[src/rtl/ot_unpack_stream.sv]
// ot_unpack_stream
// Oblivious-transfer combine engine. Accepts one job at a time, picks a
// message with the choice bit, reduces message and key modulo N with two
// bit-serial MSB-first reducers, then returns (m - k) mod N or (m + k) mod N
// over a back-pressured output handshake.

module ot_unpack_stream #(
  parameter int W     = 32,
  parameter int CNT_W = 16
) (
  input  logic             clk,
  input  logic             rst,
  input  logic             in_valid,
  output logic             in_ready,
  input  logic             sel_bit,
  input  logic             op,
  input  logic [W-1:0]     message0,
  input  logic [W-1:0]     message1,
  input  logic [W-1:0]     key,
  input  logic [W-1:0]     modulus,
  output logic             out_valid,
  input  logic             out_ready,
  output logic [W-1:0]     result,
  output logic             out_err,
  output logic [CNT_W-1:0] done_cnt
);

  localparam int CW = $clog2(W);

  typedef enum logic [1:0] {
    IDLE    = 2'd0,
    REDUCE  = 2'd1,
    COMBINE = 2'd2,
    OUT     = 2'd3
  } stateT;

  stateT r_state;
  stateT w_nextState;

  logic [W-1:0]     r_msg;
  logic [W-1:0]     r_key;
  logic [W-1:0]     r_mod;
  logic             r_op;
  logic [W-1:0]     r_remMsg;
  logic [W-1:0]     r_remKey;
  logic [CW-1:0]    r_cnt;
  logic [W-1:0]     r_result;
  logic             r_err;
  logic [CNT_W-1:0] r_doneCnt;

  logic             w_msgBit;
  logic             w_keyBit;
  logic [W:0]       w_modExt;
  logic [W:0]       w_shiftMsg;
  logic [W:0]       w_shiftKey;
  logic             w_geMsg;
  logic             w_geKey;
  logic [W-1:0]     w_nextRemMsg;
  logic [W-1:0]     w_nextRemKey;
  logic [W:0]       w_sumExt;
  logic             w_sumGe;
  logic [W-1:0]     w_addRes;
  logic [W-1:0]     w_subRes;
  logic [W-1:0]     w_combRes;

  // One reduction step per operand: the W+1-bit doubled remainder decides
  // whether N is subtracted. The true new remainder is always below N, so
  // the subtraction itself can be done modulo 2^W without losing anything.
  assign w_msgBit     = r_msg[r_cnt];
  assign w_keyBit     = r_key[r_cnt];
  assign w_modExt     = {1'b0, r_mod};
  assign w_shiftMsg   = {r_remMsg, w_msgBit};
  assign w_shiftKey   = {r_remKey, w_keyBit};
  assign w_geMsg      = (w_shiftMsg >= w_modExt);
  assign w_geKey      = (w_shiftKey >= w_modExt);
  assign w_nextRemMsg = {r_remMsg[W-2:0], w_msgBit} - (w_geMsg ? r_mod : '0);
  assign w_nextRemKey = {r_remKey[W-2:0], w_keyBit} - (w_geKey ? r_mod : '0);

  // Both remainders are below N here, so the sum needs one extra bit only
  // for the comparison; the final value again fits in W bits.
  assign w_sumExt  = {1'b0, r_remMsg} + {1'b0, r_remKey};
  assign w_sumGe   = (w_sumExt >= w_modExt);
  assign w_addRes  = r_remMsg + r_remKey - (w_sumGe ? r_mod : '0);
  assign w_subRes  = r_remMsg - r_remKey + ((r_remMsg < r_remKey) ? r_mod : '0);
  assign w_combRes = r_op ? w_addRes : w_subRes;

  // State register; reset aborts any job in flight.
  always_ff @(posedge clk or posedge rst) begin
    if (rst) begin
      r_state <= IDLE;
    end else begin
      r_state <= w_nextState;
    end
  end

  // Next-state decode; a zero modulus skips straight to the output.
  always_comb begin
    w_nextState = r_state;
    case (r_state)
      IDLE: begin
        if (in_valid) begin
          w_nextState = (modulus == '0) ? OUT : REDUCE;
        end
      end
      REDUCE: begin
        if (r_cnt == '0) begin
          w_nextState = COMBINE;
        end
      end
      COMBINE: begin
        w_nextState = OUT;
      end
      OUT: begin
        if (out_ready) begin
          w_nextState = IDLE;
        end
      end
      default: begin
        w_nextState = IDLE;
      end
    endcase
  end

  // Handshake outputs are pure state decodes; result is masked when idle.
  always_comb begin
    in_ready  = (r_state == IDLE) && !rst;
    out_valid = (r_state == OUT);
    result    = out_valid ? r_result : '0;
    out_err   = out_valid && r_err;
    done_cnt  = r_doneCnt;
  end

  // Datapath: capture at accept, shift-reduce, then combine once.
  always_ff @(posedge clk or posedge rst) begin
    if (rst) begin
      r_msg    <= '0;
      r_key    <= '0;
      r_mod    <= '0;
      r_op     <= 1'b0;
      r_remMsg <= '0;
      r_remKey <= '0;
      r_cnt    <= '0;
      r_result <= '0;
      r_err    <= 1'b0;
    end else begin
      case (r_state)
        IDLE: begin
          if (in_valid) begin
            r_msg    <= sel_bit ? message1 : message0;
            r_key    <= key;
            r_mod    <= modulus;
            r_op     <= op;
            r_remMsg <= '0;
            r_remKey <= '0;
            r_cnt    <= CW'(W - 1);
            if (modulus == '0) begin
              r_result <= '0;
              r_err    <= 1'b1;
            end else begin
              r_err    <= 1'b0;
            end
          end
        end
        REDUCE: begin
          r_remMsg <= w_nextRemMsg;
          r_remKey <= w_nextRemKey;
          if (r_cnt != '0) begin
            r_cnt <= r_cnt - 1'b1;
          end
        end
        COMBINE: begin
          r_result <= w_combRes;
        end
        default: begin
        end
      endcase
    end
  end

  // Completed-job counter steps on each output handshake and wraps.
  always_ff @(posedge clk or posedge rst) begin
    if (rst) begin
      r_doneCnt <= '0;
    end else if ((r_state == OUT) && out_ready) begin
      r_doneCnt <= r_doneCnt + 1'b1;
    end
  end

endmodule

[config.mk]
export PLATFORM = sky130hd
export DESIGN_NAME = ot_unpack_stream
export DESIGN_NICKNAME = d
export VERILOG_FILES = /design/src/rtl/ot_unpack_stream.sv
export SDC_FILE = /design/constraint.sdc
export NUM_CORES = 1
export LEC_CHECK = 0
export CORE_UTILIZATION = 61
export CTS_CLUSTER_SIZE = 30
export DETAILED_ROUTE_END_ITERATION = 12
export PLACE_DENSITY = 0.9
export RECOVER_POWER = 50
export SYNTH_ARGS = -nofsm -noshare
export SYNTH_HDL_FRONTEND = slang
export SYNTH_SLANG_ARGS = --single-unit
[constraint.sdc]
create_clock -name clk -period 9.3 [get_ports clk]
set_clock_uncertainty 0.2 [all_clocks]
set_input_delay 1.395 -clock clk [delete_from_list [all_inputs] [get_ports clk]]
set_output_delay 1.395 -clock clk [all_outputs]
set_load 0.05 [all_outputs]
# --- Yosys cells after proc, flatten, opt, wreduce, memory -nomap -nowiden ---
# Cells that the tools add are included.
totals:
  register_bits: 217
  latchBits: 0
  mem_bits_rw: 0
  mem_bits_ro: 0
  inputBits: 134
  output_inout_bits: 51
  n_memories: 0
classes:
  n_addsub: 9
  multipliers: 0
  n_div: 0
  order_cmp: 5
  n_eq_ne: 8
  shift: 0
  n_mux: 26
  bitwise: 0
  n_reduce_logical: 15
ops:
  columns: ["op", "count"]
  rows:
  - ["$mux W32", 10]
  - ["$pmux W32 S2", 3]
  - ["$sub A32 B32 Y32", 4]
  - ["$ge A33 B32 Y1", 3]
  - ["$add A32 B32 Y32", 2]
  - ["$add A32 B32 Y33", 1]
  - ["$logic_not A32 Y1", 1]
  - ["$lt A32 B32 Y1", 1]
  - ["$add A16 B1 Y16 const B", 1]
  - ["$bmux W1 S5", 2]
  - ["$mux W5", 2]
  - ["$pmux W5 S2", 1]
  - ["$reduce_and A3 Y1", 3]
  - ["$mux W2", 4]
  - ["$ne A2 B2 Y1 const B", 4]
  - ["$pmux W2 S4", 1]
  - ["$lt A5 B6 Y1 const B", 1]
  - ["$logic_not A5 Y1", 1]
  - ["$reduce_bool A5 Y1", 1]
  - ["$sub A5 B1 Y5 const B", 1]
  - ["$eq A2 B2 Y1 const B", 2]
  - ["$reduce_and A2 Y1", 2]
  - ["$reduce_bool A2 Y1", 2]
  - ["$logic_and A1 B1 Y1", 3]
  - ["other kinds (5)", 7]

# --- Depth between registers and ports, before layout ---
depth:
  depth_word: 6
  ltp_mapped: 35
  depth_no_buf: 35

# --- Worst setup path after synthesis ---
# OpenSTA, ideal clock, no wires.
synth_timing:
  kind: "register to register"
  from: "reg r_remMsg[0]"
  to: "reg r_result[21]"
  setup_ps: 64
  arrival_time_ps: 7171
  path_slack_ps: 1865
  stages_incl_launch_ff: 35
  n_path_buf: 1
  path_cell_list: "dfrtp_1 ha_1 inv_1 fa_1 o21bai_1 a211oi_2 o21bai_1 a211oi_2 o21ai_2 a221oi_4 o31ai_2 a21o_1 a2111oi_2 nor3b_1 ha_1 a21o_1 a211oi_1 o21a_1 o311ai_1 nor3_1 buf_2 nor2_1 fa_1 inv_1 ha_1 a211oi_1 o211ai_1 a31o_2 a41o_1 a31oi_1 o21ai_1 nand2_1 or4b_1 a31oi_1 a21o_1"
synth_between:
  elab_chain_len: 6
synth_lines:
  columns: ["element", "line", "rtl"]
  rows:
  - ["from (decl)", "44", "logic [W-1:0] r_remMsg;"]
  - ["from (signal assigned)", "165", "r_remMsg <= w_nextRemMsg;"]
  - ["$add A32 B32 Y33", "81", "assign w_sumExt = {1'b0, r_remMsg} + {1'b0, r_remKey};"]
  - ["$ge A33 B32 Y1", "82", "assign w_sumGe = (w_sumExt >= w_modExt);"]
  - ["$mux W32", "83", "assign w_addRes = r_remMsg + r_remKey - (w_sumGe ? r_mod : '0);"]
  - ["$sub A32 B32 Y32", "83", null]
  - ["$mux W32 (*)", "85", "assign w_combRes = r_op ? w_addRes : w_subRes;"]
  - ["$pmux W32 S2 (*)", "146", "case (r_state)"]
  - ["to (signal assigned)", "172", "r_result <= w_combRes;"]
  - ["to (decl)", "47", "logic [W-1:0] r_result;"]
# Mark *: on every way between the ends. The rest lies on a longest branch, timed or not.
# A chain may end at the register's enable or synchronous reset.

# --- Worst setup path in the final report ---
layout_timing:
  from: "reg r_remKey[3]"
  to: "reg r_result[21]"
layout_between:
  elab_chain_len: 6
layout_lines:
  columns: ["element", "line", "rtl"]
  rows:
  - ["from (decl)", "45", "logic [W-1:0] r_remKey;"]
  - ["from (signal assigned)", "166", "r_remKey <= w_nextRemKey;"]
  - ["$add A32 B32 Y33", "81", null]
  - ["$ge A33 B32 Y1", "82", null]
  - ["$mux W32", "83", null]
  - ["$sub A32 B32 Y32", "83", null]
  - ["$mux W32 (*)", "85", null]
  - ["$pmux W32 S2 (*)", "146", null]
# Marked as above.

==> impl_metrics.py <==
metrics = {
    "synthesis": {
        "post_synth_inst_count": 2606,
        "synth.area.top_cells": "sky130_fd_sc_hd__dfrtp_1, sky130_fd_sc_hd__ha_1, sky130_fd_sc_hd__fa_1, sky130_fd_sc_hd__nand2_1, sky130_fd_sc_hd__inv_1",
        "yosysWarnings": 0,
        "synth_fp_nets": 3098,
        "async_flop_share": 1.00,
        "synth.top_cell.area_share": 0.243,
        "yosysTopAreaCell": "sky130_fd_sc_hd__dfrtp_1",
        "post_synth_num_cell_types": 82,
        "synth_enable_flop_cells": 0,
        "yosys_register_bits": 217,
        "synth_sequential_area_ratio": 0.243,
        "yosysMostFrequentCell": "sky130_fd_sc_hd__nand2_1",
        "synthesis.area_per_instance_um2": 8.56,
        "post_synth_most_frequent_cells": "sky130_fd_sc_hd__nand2_1, sky130_fd_sc_hd__ha_1, sky130_fd_sc_hd__inv_1",
        "synth_flop_cell": "sky130_fd_sc_hd__dfrtp_1",
        "syn_area_um2": 22300,
    },
    "clock_network": {
        "clock_tree.buffer_depth": 3,
        "latest_clock_arrival_within_the_worst_skew_pair_ps": 560,
        "post_cts.repair.setup_buffers": 0,
        "numCtsBuffers": 24,
        "clkSinkCount": 217,
        "cts.root.buffer_cell": "sky130_fd_sc_hd__clkbuf_16",
        "cts_tree": "done",
        "cts.clk_slew.worst_paths_ps": 60,
        "cts_h_tree_depth": 1,
    },
    "placed_design": {
        "port_buffers": 184,
        "hpwl_um": 54800,
        "routability_congestion_estimate_from_global_placement": 1.05,
        "placed_cells_incl_taps": 3202,
    },
    "floorplanning": {
        "fp-row-count": 69,
        "io_pins": 185,
        "die_w_um": 193,
        "initial_standard_cell_utilization_of_the_core": 0.624,
        "coreArea_um2": 35700,
        "area_enclosed_by_the_die_boundary_um2": 37300,
        "die_height_um": 193,
    },
    "worst_setup_path": {
        "worst_setup_path_end_kind": "register",
        "reg2reg_to": "r_result[21]",
        "cp_slowest_cell": "sky130_fd_sc_hd__fa_1",
        "regToRegSetupSlack_ps": 460,
        "crit_arrival_ps": 9130,
        "critical-path-max-stage-delay_ps": 550,
        "worst-r2r-cell-count": 33,
        "critical_path.max_fanout": 15,
        "startpoint_type": "register",
        "cp_data_required_time_ps": 9590,
        "rr_startpoint": "r_remKey[3]",
        "path_class": "register to register",
    },
    "timing": {
        "setup-violations-final": 0,
        "timing.final.crit_share": 0.950,
        "maxSlewHeadroom": -1.64,
        "finalHoldViolCount": 0,
        "worst_slew_pin_slew_ps": 3960,
        "min_period_ps": 8840,
        "maxSlewViolCount": 222,
        "max_freq_mhz": 113,
        "sum_neg_setup_slack_ps": 0,
        "finalHoldWorstSlack_ps": 270,
        "rsz0062_at_grt": "false",
    },
    "drt": {
        "drt-wirelength-per-cell_um": 21.0,
        "ant_nets": 0,
        "detail_route.wirelength_um": 68000,
        "detailedRoute.firstPassIterationCount": 12,
        "dr.first_iter.drc_count": 1638,
        "detail_route.drc_violations": 1,
        "avgViaCountPerCell": 6.24,
        "num_vias": 20200,
    },
    "cells_and_area": {
        "num_antenna_cells": 0,
        "final_nets": 3259,
        "layout-area-overhead-vs-synth_pct": 14.0,
        "layout-drive-gt1-share": 0.0647,
        "fillerInstances": 2684,
        "stdcell_count": 3242,
        "post-route-util": 0.711,
    },
    "global_route": {
        "initial_antenna_violation_count": 0,
        "grt_pass1_wl_um": 108000,
        "grt_start_max_net_pins": 103,
        "grt.overflow.total": 0,
        "grt_use_total": 0.363,
        "first_global_vias": 20400,
    },
    "min_path": {
        "worstHoldPathType": "register to register",
        "min_path_cells": 2,
        "min_delay_worst_endpoint": "r_result[1]",
        "min_from": "r_result[1]",
    },
    "outcome": {
        "run_status": "finished, violations left",
        "violations": "design-rule violations, max-capacitance violations, max-slew violations",
    },
    "flow_run": {
        "drv_cap": 3,
    },
}
[worst max path at each step]
stage                      startpoint           end
after floorplan                   rst   done_cnt[0]
after global placement    r_remKey[3]  r_result[21]
after detailed placement  r_remKey[3]  r_result[21]
after CTS                 r_remKey[3]  r_result[21]
after global routing      r_remMsg[1]  r_result[21]
final                     r_remKey[3]  r_result[21]
[layer usage]
metal | global-route usage | vias up | wire [um]
met5 | 0 | - | 0
met4 | 0.152 | 0 | 3020
met3 | 0.0561 | 169 | 5550
met2 | 0.581 | 967 | 30100
met1 | 0.492 | 9643 | 29400
li1 | - | 9456 | -
[through the flow]
step | instance area [um^2] | setup slack, ps
after floorplan | 22300 | 1770
after global placement | 24700 | 754
after detailed placement | 24700 | 477
after CTS | 25400 | 419
after global routing | 25400 | 38.3
final | 25400 | 461
[layout by cell type, fill, tap and decap left out, types with 31 or more instances in the layout]
cell	n
sky130_fd_sc_hd__mux2_2	67
sky130_fd_sc_hd__inv_1	282
sky130_fd_sc_hd__mux2i_1	38
sky130_fd_sc_hd__clkdlybuf4s50_1	180
sky130_fd_sc_hd__o21ai_0	175
sky130_fd_sc_hd__nand2_1	294
sky130_fd_sc_hd__and2_1	39
sky130_fd_sc_hd__xnor2_1	89
sky130_fd_sc_hd__dfrtp_1	217
sky130_fd_sc_hd__a21oi_1	179
sky130_fd_sc_hd__nand3_1	45
sky130_fd_sc_hd__ha_1	293
sky130_fd_sc_hd__o21ai_1	31
sky130_fd_sc_hd__nand4_1	31
sky130_fd_sc_hd__xor2_1	62
sky130_fd_sc_hd__nor2_1	147
sky130_fd_sc_hd__fa_1	65
sky130_fd_sc_hd__a21o_1	79
[state kept, by name, summed over array words and instances (netlist names), 2 cells and up]
name,flops
r_msg,32
done_cnt,16
r_key,32
r_remKey,32
r_remMsg,32
r_state,2
r_cnt,5
r_result,32
r_mod,32
[final cells by class]
type	instances	area [um^2]	area share
clock buffer	36	696	0.0274
clock inverter	4	51.3	0.00202
inverter	288	1080	0.0426
multi-input combinational	2024	15500	0.611
sequential	217	5430	0.214
tap	461	577	0.0227
timing repair buffer	212	2050	0.0807
[logic make-up after synthesis]
| family | Yosys count | share of synthesized area |
|---|---|---|
| adders and majority gates | 358 | 0.223 |
| AOI/OAI and AO/OA | 674 | 0.192 |
| DFF | 217 | 0.243 |
| and+or+nand+nor | 716 | 0.150 |
| buffers and inverters | 365 | 0.0620 |
| xor gates and xnor gates | 151 | 0.0593 |
| muxes | 125 | 0.0711 |
[critical path, delay by kind of cell (launching register included)]
kind / cells / cell delay (ps)
AOI/OAI and AO/OA: 20 / 4780
and+or+nand+nor: 6 / 1310
buffers and inverters: 3 / 410
adders and majority gates: 4 / 1560
DFF: 1 / 490
[repair_timing]
item                       4_1_cts  5_1_grt
setup endpoints to repair        0        2
hold buffers                     0        0
resized for setup                0        1
Power is not shown: default switching activity piles up to over one toggle a cycle in this logic, so the estimate is an artifact.
